<file path="src/rtl/i2c_master_ctrl.sv">
// I2C master: register-mapped byte sequencer with prescaled SCL,
// repeated START, clock stretching and arbitration-loss detection.
module i2c_master_ctrl #(
    parameter int PRESCALE_W       = 16,
    parameter int DEFAULT_PRESCALE = 100
) (
    input  logic        clk,
    input  logic        rst,
    input  logic        we_i,
    input  logic [31:0] addr_i,
    input  logic [31:0] data_i,
    output logic [31:0] data_o,
    output logic        irq_o,
    input  logic        scl_i,
    output logic        scl_oe,
    input  logic        sda_i,
    output logic        sda_oe
);
    typedef enum logic [2:0] {
        S_IDLE, S_START, S_WR_BIT, S_ACK_RX, S_RD_BIT, S_ACK_TX, S_STOP
    } state_t;

    state_t                state_q, state_d;
    logic [1:0]            phase_q, phase_d;
    logic [2:0]            bit_q, bit_d;
    logic [PRESCALE_W-1:0] cnt_q, cnt_d, pre_q, pre_d;
    logic [7:0]            tx_q, tx_d, rx_q, rx_d, sh_q, sh_d;
    logic ien_q, ien_d, nack_q, nack_d;
    logic pwr_q, pwr_d, prd_q, prd_d, pstop_q, pstop_d;
    logic busy_q, busy_d, rxnack_q, rxnack_d, arb_q, arb_d;
    logic cerr_q, cerr_d, done_q, done_d, own_q, own_d;
    logic [2:0] idx;
    logic data_st, hold, tick, fin, post, arb;
    logic unused_ok;

    assign idx     = addr_i[4:2];
    assign data_st = (state_q == S_WR_BIT) || (state_q == S_ACK_RX) ||
                     (state_q == S_RD_BIT) || (state_q == S_ACK_TX);
    // stretch: quarter counter stays in reload until the slave lets SCL go
    assign hold    = data_st && (phase_q == 2'd2) && !scl_i;
    assign tick    = (state_q != S_IDLE) && !hold && (cnt_q == '0);
    assign irq_o   = ien_q & done_q;
    assign unused_ok = ^{addr_i[31:5], addr_i[1:0], data_i[31:9]};

    always_comb begin
        scl_oe = 1'b0;
        sda_oe = 1'b0;
        unique case (state_q)
            S_IDLE:   scl_oe = own_q;
            S_START:  begin
                scl_oe = phase_q[1];
                sda_oe = |phase_q;
            end
            S_WR_BIT: begin
                scl_oe = (phase_q == 2'd0);
                sda_oe = ~sh_q[7];
            end
            S_ACK_RX, S_RD_BIT: scl_oe = (phase_q == 2'd0);
            S_ACK_TX: begin
                scl_oe = (phase_q == 2'd0);
                sda_oe = ~nack_q;
            end
            S_STOP:   begin
                scl_oe = (phase_q == 2'd0);
                sda_oe = ~phase_q[1];
            end
            default: ;
        endcase
    end

    always_comb begin
        data_o = '0;
        case (idx)
            3'd0: data_o[8] = ien_q;
            3'd1: data_o[5:0] = {own_q, done_q, cerr_q,
                                 arb_q, rxnack_q, busy_q};
            3'd2: data_o[7:0] = tx_q;
            3'd3: data_o[7:0] = rx_q;
            3'd4: data_o[PRESCALE_W-1:0] = pre_q;
            default: ;
        endcase
    end

    always_comb begin
        state_d  = state_q;
        phase_d  = phase_q;
        bit_d    = bit_q;
        pre_d    = pre_q;
        tx_d     = tx_q;
        rx_d     = rx_q;
        sh_d     = sh_q;
        ien_d    = ien_q;
        nack_d   = nack_q;
        pwr_d    = pwr_q;
        prd_d    = prd_q;
        pstop_d  = pstop_q;
        busy_d   = busy_q;
        rxnack_d = rxnack_q;
        arb_d    = arb_q;
        cerr_d   = cerr_q;
        done_d   = done_q;
        own_d    = own_q;
        fin      = 1'b0;
        post     = 1'b0;
        arb      = 1'b0;
        cnt_d    = (state_q == S_IDLE || hold || cnt_q == '0)
                   ? pre_q : cnt_q - PRESCALE_W'(1);
        if (tick) phase_d = phase_q + 2'd1;

        if (we_i) begin
            case (idx)
                3'd0: begin
                    ien_d = data_i[8];
                    if (|data_i[3:0]) begin
                        if (busy_q || (data_i[2] && data_i[3])) begin
                            cerr_d = 1'b1;
                        end else begin
                            busy_d  = 1'b1;
                            nack_d  = data_i[4];
                            pstop_d = data_i[1];
                            pwr_d   = data_i[2];
                            prd_d   = data_i[3];
                            if (data_i[0])      state_d = S_START;
                            else if (data_i[2]) state_d = S_WR_BIT;
                            else if (data_i[3]) state_d = S_RD_BIT;
                            else                state_d = S_STOP;
                        end
                    end
                end
                3'd1: begin
                    rxnack_d = rxnack_q & ~data_i[1];
                    arb_d    = arb_q & ~data_i[2];
                    cerr_d   = cerr_q & ~data_i[3];
                    done_d   = done_q & ~data_i[4];
                end
                3'd2: tx_d = data_i[7:0];
                3'd4: if (!busy_q) pre_d = data_i[PRESCALE_W-1:0];
                default: ;
            endcase
        end

        arb = tick && (phase_q == 2'd2) && !sda_oe && !sda_i &&
              (state_q == S_START || state_q == S_WR_BIT);

        if (tick) begin
            unique case (state_q)
                S_START: if (phase_q == 2'd3) begin
                    own_d = 1'b1;
                    if (pwr_q)        state_d = S_WR_BIT;
                    else if (prd_q)   state_d = S_RD_BIT;
                    else if (pstop_q) state_d = S_STOP;
                    else              fin = 1'b1;
                end
                S_WR_BIT: if (phase_q == 2'd3) begin
                    sh_d  = {sh_q[6:0], 1'b0};
                    bit_d = bit_q - 3'd1;
                    if (bit_q == 3'd0) state_d = S_ACK_RX;
                end
                S_ACK_RX: begin
                    if (phase_q == 2'd2) rxnack_d = sda_i;
                    if (phase_q == 2'd3) post = 1'b1;
                end
                S_RD_BIT: begin
                    if (phase_q == 2'd2) sh_d = {sh_q[6:0], sda_i};
                    if (phase_q == 2'd3) begin
                        bit_d = bit_q - 3'd1;
                        if (bit_q == 3'd0) begin
                            rx_d    = sh_q;
                            state_d = S_ACK_TX;
                        end
                    end
                end
                S_ACK_TX: if (phase_q == 2'd3) post = 1'b1;
                S_STOP: if (phase_q == 2'd3) begin
                    own_d = 1'b0;
                    fin   = 1'b1;
                end
                default: ;
            endcase
        end

        // a slave NACK still falls through to a pending STOP
        if (post) begin
            if (pstop_q) state_d = S_STOP;
            else         fin = 1'b1;
        end
        if (state_d == S_WR_BIT && state_q != S_WR_BIT) begin
            sh_d  = tx_q;
            bit_d = 3'd7;
        end
        if (state_d == S_RD_BIT && state_q != S_RD_BIT) bit_d = 3'd7;
        if (arb) begin
            arb_d = 1'b1;
            own_d = 1'b0;
            fin   = 1'b1;
        end
        if (fin) begin
            state_d = S_IDLE;
            phase_d = 2'd0;
            busy_d  = 1'b0;
            done_d  = 1'b1;
            pwr_d   = 1'b0;
            prd_d   = 1'b0;
            pstop_d = 1'b0;
        end
    end

    always_ff @(posedge clk or negedge rst) begin
        if (!rst) begin
            state_q  <= S_IDLE;
            phase_q  <= 2'd0;
            bit_q    <= 3'd0;
            cnt_q    <= '0;
            pre_q    <= PRESCALE_W'(DEFAULT_PRESCALE);
            tx_q     <= '0;
            rx_q     <= '0;
            sh_q     <= '0;
            ien_q    <= 1'b0;
            nack_q   <= 1'b0;
            pwr_q    <= 1'b0;
            prd_q    <= 1'b0;
            pstop_q  <= 1'b0;
            busy_q   <= 1'b0;
            rxnack_q <= 1'b0;
            arb_q    <= 1'b0;
            cerr_q   <= 1'b0;
            done_q   <= 1'b0;
            own_q    <= 1'b0;
        end else begin
            state_q  <= state_d;
            phase_q  <= phase_d;
            bit_q    <= bit_d;
            cnt_q    <= cnt_d;
            pre_q    <= pre_d;
            tx_q     <= tx_d;
            rx_q     <= rx_d;
            sh_q     <= sh_d;
            ien_q    <= ien_d;
            nack_q   <= nack_d;
            pwr_q    <= pwr_d;
            prd_q    <= prd_d;
            pstop_q  <= pstop_d;
            busy_q   <= busy_d;
            rxnack_q <= rxnack_d;
            arb_q    <= arb_d;
            cerr_q   <= cerr_d;
            done_q   <= done_d;
            own_q    <= own_d;
        end
    end
endmodule

</file>
<file path="config.mk">
export PLATFORM = sky130hd
export DESIGN_NAME = i2c_master_ctrl
export DESIGN_NICKNAME = d
export VERILOG_FILES = /design/src/rtl/i2c_master_ctrl.sv
export SDC_FILE = /design/constraint.sdc
export NUM_CORES = 1
export LEC_CHECK = 0
export BUFFER_PORTS_ARGS = -buffer_cell sky130_fd_sc_hd__buf_2
export CORE_AREA = 3 3 109 111
export CTS_BUF_LIST = sky130_fd_sc_hd__clkbuf_8
export CTS_CLUSTER_SIZE = 25
export DETAILED_ROUTE_END_ITERATION = 10
export DIE_AREA = 0 0 112 114
export PLACE_DENSITY_LB_ADDON = 0.15
export SYNTH_ARGS = -nofsm -noshare
export SYNTH_HDL_FRONTEND = slang
export SYNTH_SLANG_ARGS = --single-unit
export TNS_END_PERCENT = 10
</file>
<file path="constraint.sdc">
create_clock -name clk -period 3.15 [get_ports clk]
set_input_delay 0.63 -clock clk [delete_from_list [all_inputs] [get_ports clk]]
set_output_delay 0.63 -clock clk [all_outputs]
set_load 0.02 [all_outputs]
</file>
==> metrics.log, run 1 <==
INFO  metric synth.yosys.warnings = 0
INFO  metric cp_slowest_stage_delay = 490 ps
INFO  metric ctsHoldBuffers = 0
INFO  metric synth_area_leaders = dfrtp_1 (41%), mux2_2 (13%), nand2_1 (4.5%)
INFO  metric timing.final.crit_share = 94.8%
INFO  metric setup_violating_endpoint_count_in_the_final_report = 0
INFO  metric worst_path_cell_with_the_longest_stage_delay = or4b_1
INFO  metric timing.max_cap.violations = 0
INFO  metric vdd_drop_max = 0.296 mV
INFO  metric cts-root-buf = clkbuf_8
INFO  metric start_kind = flop
INFO  metric first_pass_iters = 4
INFO  metric num_vias = 3313
INFO  metric globalRoute.totalOverflow = 0
INFO  metric worstSkewPairLatency = 350 ps
INFO  metric clock_power_share = 21.1%
INFO  metric synthDominantCellAreaShare = between 40% and 50%
INFO  metric core = 10900 µm²
INFO  metric synth_cell_types = around 60
INFO  metric row_count = 38
INFO  metric die_width = approximately 110 µm
INFO  metric p_switching = 0.00137 W
INFO  metric compound_cell_area_share_of_the_yosys_netlist = 11.8%
INFO  metric final_critical_path_setup_slack = 162 ps
INFO  metric cts_tree = yes
INFO  metric ctsLongestPathBuffers = 2
INFO  metric detail_route.iter0.violations = ~170
INFO  metric remaining_drc_errors = 0
INFO  metric postSynth.topFlopCell = dfrtp_1
INFO  metric average_routed_wire_per_standard_cell = 16.8 µm
INFO  metric worstMarginPinSlew = 964 ps
INFO  metric shortest_period_the_worst_path_allows = 2990 ps
INFO  metric synth_async_sr_flop_share = 100%
INFO  metric numCtsBuffers = 9
INFO  metric timing.critical_path.fanout_max = 8
INFO  metric pwr_per_cell_area = 733 nW/µm²
INFO  metric combinational_family_with_the_most_area_after_synthesis = simple AND/OR/NAND/NOR gates
INFO  metric dp_slack = 169 ps
INFO  metric num_io_pins = between 100 and 150
INFO  metric synth_largest_area_cell = dfrtp_1
INFO  metric cts.reportedPaths.clkPinSlew = 80 ps
INFO  metric yosysMostFrequentCell = dfrtp_1
INFO  metric syn-cell-area = ~4400 µm²
INFO  metric maximum_number_of_pins_on_one_net_before_global_route_repair = 76
INFO  metric synth_adder_area_share = roughly 2.9%
INFO  metric internal-power = about 0.0023 W
INFO  metric post_synth_xor_area_fraction = 3.19%
INFO  metric sw_frac_of_total = between 30% and 40%
INFO  metric finalCoreUtilization = 45.9%
INFO  metric synth.yosys.seq_area_share = 42.9%
INFO  metric post_route_cells_drive_above_1_share = 29.1%
INFO  metric grt_antenna_before_repair = 0
INFO  metric clock_sinks = 75
INFO  metric comb_power_share = 36.3%
INFO  metric ctsResizeCount = 0
INFO  metric syn-mean-instance-area = 10.1 µm²
INFO  metric avgViaCountPerCell = 5.17
INFO  metric num-fill-cells = 1105
INFO  metric p_leak = between 2 and 2.5 nW
INFO  metric first_global_vias = between 3000 and 4000
INFO  metric finalSetupTns = 0 ps
INFO  metric cts_max_level = 3
INFO  metric floorplan.die_area = 12800 µm²
INFO  metric dpl.hpwl = 8020 µm
INFO  metric final_hold_violating_endpoints = 0
INFO  metric initial_core_util = 40.3%
INFO  metric n_antenna_cell = 0
INFO  metric slew_viol_final = 0
INFO  metric result_of_the_run = finished, final reports clean
INFO  metric cpLargestDelayFamily = simple AND/OR/NAND/NOR gates
INFO  metric routed_wirelength = 10800 µm
INFO  metric synthesis.instances = 435
INFO  metric synth_edf_count = 0
INFO  metric drt.antenna.violating_nets = 0
INFO  metric postCtsSetupRepairBufs = 0
INFO  metric simple_gate_fraction_of_synth_area = about 17%
INFO  metric setup_repair_after_global_routing_missed_its_margin = no
INFO  metric layout.nets = 575
INFO  metric setup.worst_path.end_class = flop
INFO  metric yosys-top-cells-count = dfrtp_1 (72), nand2_1 (53), mux2_2 (49)
INFO  metric clk_skew = 8.75 ps
INFO  metric timing.critical_path.cells = inv_1, ha_1, or3_1, o211a_1, nor4_2, nand2_1, or4b_1, buf_4, mux2_1
INFO  metric cp_data_required_time = about 3400 ps
INFO  metric gr-usage-all-layers = between 10% and 20%
INFO  metric worst_ep_arrival_time = 3220 ps
INFO  metric layout-area-overhead-vs-synth = 13.9%
INFO  metric max_clock_freq = about 330 MHz
INFO  metric place.port_buffers = 42
INFO  metric wire_length_of_the_first_global_routing_pass = 17300 µm
INFO  metric max-slew-margin-rel = 35.8%
INFO  metric seqPwrFrac = 42.6%
INFO  metric totalPowerFinal = 0.00366 W
INFO  metric final_estimated_routing_congestion_in_global_placement = 0.825
INFO  metric crit_type = reg -> reg
INFO  metric die_y = 114 µm
INFO  metric hold_path_class = in -> async
INFO  metric postSynthRegisterBits = 75
INFO  metric post_synth_mux_area_share = between 10% and 20%
INFO  metric worst-path-buf-inv = 2
cells by family (layout without fill, tap and decap cells):
kind of cell | after synthesis | after routing
flops | 75 | 75
compound gates | 81 | 81
simple gates | 140 | 140
mux | 62 | 62
buf+inv | 50 | 101
other cells | 1 | 16
fa+ha+maj | 10 | 10
xor+xnor | 16 | 16
sequential cells by signal, indices dropped and copies added (netlist names), 2 cells and up:
signal / count
cnt_q: 16
pre_q: 16
rx_q: 8
sh_q: 8
tx_q: 8
bit_q: 3
state_q: 3
phase_q: 2
placed cells by master, fill, tap and decap left out, types with 10 or more instances in the layout:
cell       n
ha_1      10
nor2_1    20
mux2_2    49
dfrtp_1   72
buf_4     28
a21oi_1   11
nand2_1   53
inv_1     17
buf_2     41
nand3_1   11
and2_1    11
o21ai_0   34
clkbuf_8  10
conb_1    16
worst paths after layout:
check                                start         end  slack (ps)  depth (start not counted)
worst max-delay path            state_q[0]     rx_q[1]         160                          9
worst min-delay path                   rst  phase_q[1]         410                          1
worst max register to register  state_q[0]     rx_q[1]         160                          9
worst min register to register       arb_q       arb_q         480                          2
max in group asynchronous              rst     rx_q[7]        2100                          1
min in group clk                     arb_q       arb_q         480                          2
through the flow:
stage          instances  area [µm²]  hold slack, ps
2_1_floorplan        450        4440             334
3_3_place_gp         625        4790             461
3_5_place_dp         625        4790             461
4_1_cts              641        5000             470
5_1_grt              641        5000             491
6_report             641        5000             411
worst register-to-register path: stages, from the launching register on:
cell and delay (ps):
dfrtp_1 450, inv_1 100, ha_1 220, or3_1 370, o211a_1 200, nor4_2 370
nand2_1 140, or4b_1 490, buf_4 200, mux2_1 330
per-layer routing:
layer	wire length, µm	global-route usage, %	vias up
met4	182	6.17	0
met1	5180	23.6	1614
met2	5070	28.5	66
met5	0	0	-
li1	-	-	1620
met3	362	2.49	13
layout make-up:
class                           instances  area (µm²)  share of cell area (%)
Multi-Input combinational cell        325        2260                    45.3
Sequential cell                        75        1880                    37.6
Timing Repair Buffer                   69         415                    8.31
Tap cell                              140         175                    3.51
Clock buffer                           10         138                    2.75
Clock inverter                          6        65.1                    1.30
Inverter                               16        60.1                    1.20
power by group through the flow:
| stage | registers (W) | logic [W] | clock network (W) |
|---|---|---|---|
| after floorplan | 0.00149 | 0.00104 | 0 |
| after global placement | 0.00157 | 0.00133 | 0 |
| after detailed placement | 0.00158 | 0.00134 | 0 |
| after CTS | 0.00156 | 0.00135 | 0.000790 |
| after global routing | 0.00161 | 0.00149 | 0.000838 |
| final | 0.00156 | 0.00133 | 0.000773 |
Power figures use the tool's default switching activity.
==> run 2, diff against run 1 <==
--- a/config.mk
+++ b/config.mk
@@ -6,11 +6,11 @@
 export NUM_CORES = 1
 export LEC_CHECK = 0
 export BUFFER_PORTS_ARGS = -buffer_cell sky130_fd_sc_hd__buf_2
-export CORE_AREA = 3 3 109 111
+export CORE_AREA = 3 3 153 81
 export CTS_BUF_LIST = sky130_fd_sc_hd__clkbuf_8
 export CTS_CLUSTER_SIZE = 25
 export DETAILED_ROUTE_END_ITERATION = 10
-export DIE_AREA = 0 0 112 114
+export DIE_AREA = 0 0 156 84
 export PLACE_DENSITY_LB_ADDON = 0.15
 export SYNTH_ARGS = -nofsm -noshare
 export SYNTH_HDL_FRONTEND = slang
==> run 2 against run 1 <==
Global-route usage is 0.78 points lower. Count of clock-buffer cells in the layout stayed put. Register-to-register slack better by 40 ps. Worst hold slack better by 8.2 ps. First-iteration DRC count is 5.8% higher. Non-clock buffer count is 4 lower. Final area is 0.40% lower. Sequential power hardly changed. Maximum frequency is 1.5% higher. Power is 0.25% lower. Utilization is 0.56 points lower.
==> metrics.log, run 2 (synthesis gave the netlist of run 1 again) <==
INFO  metric setup.worst_path.end_class = flop
INFO  metric start_kind = flop
INFO  metric initial_core_util = approximately 40%
INFO  metric layout.nets = roughly 570
INFO  metric worstMarginPinSlew = 976 ps
INFO  metric setup_repair_after_global_routing_missed_its_margin = no
INFO  metric maximum_number_of_pins_on_one_net_before_global_route_repair = 76
INFO  metric n_antenna_cell = 0
INFO  metric setup.worst_path.start = state_q[0]
INFO  metric globalRoute.totalOverflow = 0
INFO  metric p_leak = 2.35 nW
INFO  metric drt.antenna.violating_nets = 0
INFO  metric post_route_cells_drive_above_1_share = 28.8%
INFO  metric first_pass_iters = 4
INFO  metric vdd_drop_max = 0.322 mV
INFO  metric core = ~11000 µm²
INFO  metric ctsHoldBuffers = 0
INFO  metric cp_data_required_time = 3400 ps
INFO  metric routed_wirelength = about 11000 µm
INFO  metric wire_length_of_the_first_global_routing_pass = 17100 µm
INFO  metric finalSetupTns = 0 ps
INFO  metric die_width = 156 µm
INFO  metric worst_ep_arrival_time = 3190 ps
INFO  metric num_io_pins = approximately 100
INFO  metric numCtsBuffers = 9
INFO  metric remaining_drc_errors = 0
INFO  metric place.port_buffers = 42
INFO  metric ctsResizeCount = 0
INFO  metric hold_path_class = in -> async
INFO  metric first_global_vias = 3220
INFO  metric worstSkewPairLatency = 370 ps
INFO  metric average_routed_wire_per_standard_cell = 16.4 µm
INFO  metric slew_viol_final = 0
INFO  metric layout-area-overhead-vs-synth = 13.4%
INFO  metric worst_r2r_startpoint = state_q[0]
INFO  metric final_hold_violating_endpoints = 0
INFO  metric clk_skew = between 9 and 10 ps
INFO  metric cts-root-buf = clkbuf_8
INFO  metric gr-usage-all-layers = 16.6%
INFO  metric grt_antenna_before_repair = 0
INFO  metric cts.reportedPaths.clkPinSlew = 80 ps
INFO  metric postCtsSetupRepairBufs = 0
INFO  metric ctsLongestPathBuffers = 2
INFO  metric dpl.hpwl = 7740 µm
INFO  metric detail_route.iter0.violations = 181
INFO  metric floorplan.die_area = 13100 µm²
INFO  metric result_of_the_run = finished, final reports clean
INFO  metric final_critical_path_setup_slack = 206 ps
INFO  metric timing.critical_path.fanout_max = 8
INFO  metric die_y = between 80 and 90 µm
INFO  metric clock_sinks = 75
INFO  metric max-slew-margin-rel = 34.9%
INFO  metric setup_violating_endpoint_count_in_the_final_report = 0
INFO  metric cts_max_level = 3
INFO  metric dp_slack = 223 ps
INFO  metric final_estimated_routing_congestion_in_global_placement = 0.857
INFO  metric max_clock_freq = 340 MHz
INFO  metric row_count = 27
INFO  metric avgViaCountPerCell = 5.13
INFO  metric finalCoreUtilization = 45.3%
INFO  metric shortest_period_the_worst_path_allows = 2940 ps
INFO  metric pwr_per_cell_area = 734 nW/µm²
INFO  metric timing.max_cap.violations = 0
INFO  metric most-common-layout-cells = dfrtp_1 (72), nand2_1 (53), mux2_2 (49)
INFO  metric timing.final.crit_share = between 90 and 100%
INFO  metric num_vias = 3293
INFO  metric cts_tree = yes
INFO  metric top_regs = cnt_q (16), pre_q (16)
INFO  metric crit_type = reg -> reg
INFO  metric layout.cells.most_common = dfrtp_1
[run 2: changes by cell type in the layout (fill, tap and decap cells not counted)]
cell / before / now
inv_6: 1 / 2
nor3_1: 9 / 8
clkinvlp_4: 3 / 1
nor3_2: 1 / 2
clkinv_2: 0 / 1
buf_4: 28 / 24
[run 2: layout make-up]
type / count / area, µm²
Tap cell: 145 / 181
Inverter: 16 / 60.1
Clock inverter: 6 / 63.8
Clock buffer: 10 / 138
Multi-Input combinational cell: 325 / 2270
Fill cell: 1081 / 6000
Sequential cell: 75 / 1880
Timing Repair Buffer: 65 / 385
[run 2: final timing paths]
kind	to	slack, ps	depth (start not counted)
max in group asynchronous	tx_q[7]	2110	1
max	rx_q[3]	210	9
min in group clk	pre_q[12]	490	2
min reg2reg	cerr_q	490	1
max reg2reg	rx_q[3]	210	9
min	sh_q[4]	420	1
[run 2: critical path, stage by stage (launching register included)]
cell     delay (ps)
dfrtp_1         420
inv_1            90
ha_1            210
or3_1           370
o211a_1         190
nor4_2          390
nand2_1         160
or4b_1          490
buf_4           200
mux2_1          330
[run 2: stage by stage]
step           power (W)  instance area (µm²)  cells  hold slack (ps)
2_1_floorplan    0.00252                 4440    450              334
3_3_place_gp     0.00287                 4770    626              464
3_5_place_dp     0.00290                 4770    626              470
4_1_cts          0.00368                 4980    642              449
5_1_grt          0.00393                 4980    642              474
6_report         0.00365                 4980    642              419
[run 2: power breakdown]
group	internal (W)	switching, W	leakage, nW
Clock	0.000389	0.000385	0.104
Sequential	0.00128	0.000291	0.934
Combinational	0.000600	0.000704	1.31
[run 2: layer usage]
metal	GRT usage, %	vias to the layer above	share of wire (%)
li1	-	1616	-
met3	3.88	9	3.2
met2	25.6	61	45
met1	23.8	1607	51
met5	0	-	0
met4	3.37	0	1.1
